===== config.mk =====
export PLATFORM = sky130hd
export DESIGN_NAME = flex_counter_ctrl
export DESIGN_NICKNAME = d
export VERILOG_FILES = /design/src/rtl/flex_counter_ctrl.sv
export SDC_FILE = /design/constraint.sdc
export NUM_CORES = 1
export LEC_CHECK = 0
export CAP_MARGIN = 0
export CORE_MARGIN = 2
export CORE_UTILIZATION = 50
export CTS_BUF_LIST = sky130_fd_sc_hd__clkbuf_8
export CTS_CLUSTER_DIAMETER = 120
export DETAILED_ROUTE_END_ITERATION = 10
export GPL_TIMING_DRIVEN = 0
export PLACE_DENSITY = 0.91
export SLEW_MARGIN = 5
export SYNTH_ARGS = -nofsm -noshare
export SYNTH_HDL_FRONTEND = slang
export SYNTH_SLANG_ARGS = --single-unit

===== constraint.sdc =====
create_clock -name CLK -period 3.8 [get_ports CLK]
set_input_delay 0.38 -clock CLK [delete_from_list [all_inputs] [get_ports CLK]]
set_output_delay 0.38 -clock CLK [all_outputs]
set_load 0.02 [all_outputs]

===== src/rtl/flex_counter_ctrl.sv =====
// rtl/flex_counter_ctrl.sv - period/repeat sequencer driving flex_counter; optional prescaler via FLEX_COUNTER_CTRL_PRESCALE_EN
`ifndef NUM_CNT_BITS
`define NUM_CNT_BITS 4
`endif

module flex_counter_ctrl #(
    parameter int NUM_CNT_BITS = `NUM_CNT_BITS,
    parameter int REPEAT_BITS  = 8,
    parameter int PRESCALE_DIV = 4
) (
    input  logic                    CLK,
    input  logic                    RST,
    input  logic                    cmd_valid,
    output logic                    cmd_ready,
    input  logic [NUM_CNT_BITS-1:0] cmd_period,
    input  logic [REPEAT_BITS-1:0]  cmd_repeat,
    input  logic                    stop,
    input  logic                    event_in,
    output logic                    clear,
    output logic                    count_enable,
    output logic [NUM_CNT_BITS-1:0] rollover_val,
    input  logic [NUM_CNT_BITS-1:0] count_out,
    input  logic                    rollover_flag,
    output logic                    busy,
    output logic                    period_tick,
    output logic                    done,
    output logic [REPEAT_BITS-1:0]  periods_left
);

    localparam logic [1:0] S_IDLE = 2'd0;
    localparam logic [1:0] S_ARM  = 2'd1;
    localparam logic [1:0] S_RUN  = 2'd2;
    localparam logic [1:0] S_DONE = 2'd3;

    logic [1:0]              state_q, state_d;
    logic [NUM_CNT_BITS-1:0] rv_q, rv_d;
    logic [REPEAT_BITS-1:0]  pl_q, pl_d;
    logic                    en_q, en_d;
    logic                    tick;
    logic                    running;
    logic                    unused_ok;

    // count_out is status only; fold it into a sink so it stays on the port
    assign unused_ok = ^count_out;

    assign running = (state_q == S_ARM) || (state_q == S_RUN);

    // A flag counts only when the previous cycle actually stepped the counter,
    // so a counter sitting on its rollover value is not counted twice.
    assign tick = (state_q == S_RUN) && rollover_flag && en_q;

`ifdef FLEX_COUNTER_CTRL_PRESCALE_EN
    localparam int PW = (PRESCALE_DIV > 2) ? $clog2(PRESCALE_DIV) : 1;

    logic [PW-1:0] presc_q, presc_d;
    logic          presc_last;

    assign presc_last = (presc_q == PW'(PRESCALE_DIV - 1));

    // Event prescaler: restarts on every arm, wraps after PRESCALE_DIV events
    always_comb begin
        presc_d = presc_q;
        if (state_q == S_ARM) begin
            presc_d = '0;
        end else if ((state_q == S_RUN) && event_in) begin
            presc_d = presc_last ? '0 : presc_q + PW'(1);
        end
    end

    // Prescaler register
    always_ff @(posedge CLK) begin
        if (RST) begin
            presc_q <= '0;
        end else begin
            presc_q <= presc_d;
        end
    end

    assign count_enable = !RST && (state_q == S_RUN) && event_in && presc_last;
`else
    localparam int unused_presc_div = PRESCALE_DIV;

    assign count_enable = !RST && (state_q == S_RUN) && event_in;
`endif

    assign en_d         = count_enable;
    assign cmd_ready    = !RST && (state_q == S_IDLE);
    assign busy         = !RST && running;
    assign clear        = RST || (state_q == S_ARM) || (state_q == S_DONE) || (running && stop);
    assign period_tick  = !RST && tick;
    assign done         = !RST && (state_q == S_DONE);
    assign rollover_val = rv_q;
    assign periods_left = pl_q;

    // Sequencer next-state: accept, arm one cycle, run until repeat exhausted or stop
    always_comb begin
        state_d = state_q;
        rv_d    = rv_q;
        pl_d    = pl_q;
        case (state_q)
            S_IDLE: begin
                if (cmd_valid) begin
                    rv_d    = (cmd_period == '0) ? NUM_CNT_BITS'(1) : cmd_period;
                    pl_d    = cmd_repeat;
                    state_d = S_ARM;
                end
            end
            S_ARM: begin
                if (stop) begin
                    pl_d    = '0;
                    state_d = S_IDLE;
                end else begin
                    state_d = S_RUN;
                end
            end
            S_RUN: begin
                if (stop) begin
                    pl_d    = '0;
                    state_d = S_IDLE;
                end else if (tick) begin
                    if (pl_q == REPEAT_BITS'(1)) begin
                        pl_d    = '0;
                        state_d = S_DONE;
                    end else if (pl_q != '0) begin
                        pl_d = pl_q - REPEAT_BITS'(1);
                    end
                end
            end
            default: begin
                state_d = S_IDLE;
            end
        endcase
    end

    // Sequencer state registers
    always_ff @(posedge CLK) begin
        if (RST) begin
            state_q <= S_IDLE;
            rv_q    <= '0;
            pl_q    <= '0;
            en_q    <= 1'b0;
        end else begin
            state_q <= state_d;
            rv_q    <= rv_d;
            pl_q    <= pl_d;
            en_q    <= en_d;
        end
    end

endmodule

==> out/results.ini <==
[synthesis]
synth_edf_count = 0
yosys_warnings = 0
synth_compound_area_frac = 0.291
synth_xor_area_frac = 0
synthSimpleGateAreaFrac = 0.285
synthArstFlopShare = 0
synth_sequential_area_ratio = 0.266
syn_inst = 136
yosys-mux-area-fraction = 0.0178
synth_top_cell_by_area = dfxtp_1
synthAdderAreaFrac = 0.0777
ys.flop_type = dfxtp_1
synth_top_family_by_area = compound AO/OA/AOI/OAI gates
ys_seq_elements = 15
synth_cell_types = 42
synth_area_leaders = dfxtp_1 27%, ha_1 7.8%, nand2_1 4.7%, o211a_1 4.4%, a21oi_1 4.0%
synth_area_um2 = 1130
syn_avg_cell_area_um2 = 8.29
synth_fp_nets = 165
yosysTopAreaCellShare = 0.266

[place]
placed_cell_area_um2 = 1510
dp_hpwl_um = 2320
gp_congestion = 0.967
io_buffers = 35

[clock_tree]
cts_resized = 0
numCtsBuffers = 3
numClockSinks = 15
postCtsSetupBuffers = 0
hold_buffers = 0
clkTransAtPathRegs_ns = 0.06
htreeDepth = 1
clk_latency_ns = 0.26
cts_root_buf = clkbuf_8
cts_tree = built
clockBufferDepth = 2

[detailed_routing]
postRouteAntennaNets = 0
drt-wirelength-per-cell_um = 15.3
drt-initial-drc-count = 33
num_vias = 1219
routed_via_density = 6.00
dr.pass1.iters = 4
drcViolationCount = 0
drt-total-wl_um = 3110

[critical_path]
reg2reg_slack_ns = 1.76
cp.required_ns = 3.42
rr_worst_depth = 6
startpoint = RST
critPathLaunchType = input pin
crit_type = input pin to output pin
end_kind = output pin
r2r_start = state_q[0]$_SDFFE_PP0P_
cp-endpoint = period_tick
crit_arrival_ns = 2.40
r2r-end = periods_left[3]$_SDFFE_PP0P_
worst-path-max-fanout = 10

[global_route]
grt_pass1_wl_um = 4930
antenna_found_initial = 0
grt_use_total = 0.244
grt_overflow = 0
grt_pass1_vias = 1136
grt_max_degree = 11

[cells_and_area]
layout_commonest_cell = clkdlybuf4s50_1
finalNetCount = 205
multi_input_area_um2 = 757
layout_common_cells = 35 x clkdlybuf4s50_1, 15 x dfxtp_1, 14 x nand2_1, 9 x inv_1, 9 x a21oi_1
antennaDiodeCount = 0
seq_area_um2 = 300
syn_to_final_growth_pct = 38.3
drive_above_1_share = 0.0743
fin_area_um2 = 1560
nFillCells = 181

[status]
status = complete, no violations

[power_and_ir_drop]
vdd_drop_max_mv = 0.287
leakagePower_nw = 0.600
power_density_nw_per_um2 = 443

[floorplanning]
die_h_um = 51.5
num_rows = 17
die_x_um = 51.5
fp.coreArea_um2 = 2170
dieArea_um2 = 2650
io-pin-count = 40
initial_utilization = 0.520

[timing]
worst_pin_slew_ns = 0.513
rsz0062_at_grt = false
timing.final.crit_share = 0.733
finalHoldViolations = 0
hold_ws_ns = 0.462
max_freq_mhz = 359
slew_violations = 0
period_minus_slack_ns = 2.78
tns_ns = 0
fin_skew_ns = 0.00878
final-setup-viol-count = 0
slew_headroom = 0.658

[min_path]
hold_class = flop to flop

[flow_run]
maxCapViolCount = 0

[flip-flops by register name (all words and copies together), names as in the netlist]
register / flops
en_q: 1
rollover_val: 4
periods_left: 8
state_q: 2
[worst min path at each step]
stage | startpoint | end | cells after the start
final | rollover_val[2]$_SDFFE_PP0P_ | rollover_val[2]$_SDFFE_PP0P_ | 2
after global routing | rollover_val[2]$_SDFFE_PP0P_ | rollover_val[2]$_SDFFE_PP0P_ | 2
after CTS | rollover_val[2]$_SDFFE_PP0P_ | rollover_val[2]$_SDFFE_PP0P_ | 2
after detailed placement | rollover_val[2]$_SDFFE_PP0P_ | rollover_val[2]$_SDFFE_PP0P_ | 2
after global placement | rollover_val[1]$_SDFFE_PP0P_ | rollover_val[1]$_SDFFE_PP0P_ | 2
after floorplan | state_q[1]$_SDFFE_PP0P_ | state_q[1]$_SDFFE_PP0P_ | 2
[per-stage QoR]
stage	utilization	instances	power [mW]	setup WS, ns
after floorplan	-	136	0.437	2.01
after global placement	0.697	199	0.540	1.07
after detailed placement	0.697	199	0.551	1.01
after CTS	0.719	203	0.687	1.02
after global routing	0.719	203	0.727	0.914
final	0.719	203	0.691	1.02
[logic make-up (layout without fill, tap and decap cells)]
family	count (synthesis)	count (layout)
and+or+nand+nor	57	57
AOI/OAI and AO/OA	40	40
DFF	15	15
buffers and inverters	15	54
adders and majority gates	7	7
muxes	2	2
[synth_stat cells, drive strengths merged (3+ instances only)]
master / instances
nor3: 5
o21ai: 5
a21o: 3
nor3b: 3
or3: 3
a2bb2oi: 3
nor2: 8
buf: 4
o32ai: 4
nand2: 14
ha: 7
o211a: 5
dfxtp: 15
a21oi: 9
nor2b: 4
inv: 9
nand3: 5
nand2b: 4
[power breakdown]
| group | internal, mW | total (mW) | switching (mW) |
|---|---|---|---|
| logic | 0.166 | 0.344 | 0.178 |
| clock network | 0.0728 | 0.137 | 0.0645 |
| registers | 0.180 | 0.210 | 0.0301 |
| total | 0.419 | 0.691 | 0.273 |
[final cells by class]
type                       count  area share
buffer                         6      0.0233
clock buffer                   3      0.0265
clock inverter                 1     0.00321
inverter                       9      0.0217
multi-input combinational    106       0.486
sequential                    15       0.193
tap                           28      0.0225
timing repair buffer          35       0.225
[per-layer routing]
| layer | global-route usage | wire, um | vias up | part of all wire |
|---|---|---|---|---|
| li1 | - | - | 587 | - |
| met1 | 0.297 | 1300 | 573 | 0.42 |
| met2 | 0.451 | 1600 | 54 | 0.51 |
| met3 | 0.0175 | 174 | 5 | 0.056 |
| met4 | 0.0746 | 33 | 0 | 0.011 |
| met5 | 0 | 0 | - | 0 |
[worst max-delay path: stages]
cell,delay [ns]
clkdlybuf4s50_1,0.47
clkbuf_1,0.41
clkbuf_1,0.47
nor3b_1,0.11
clkdlybuf4s50_1,0.55
No activity file was read; power rests on OpenSTA's default activity.
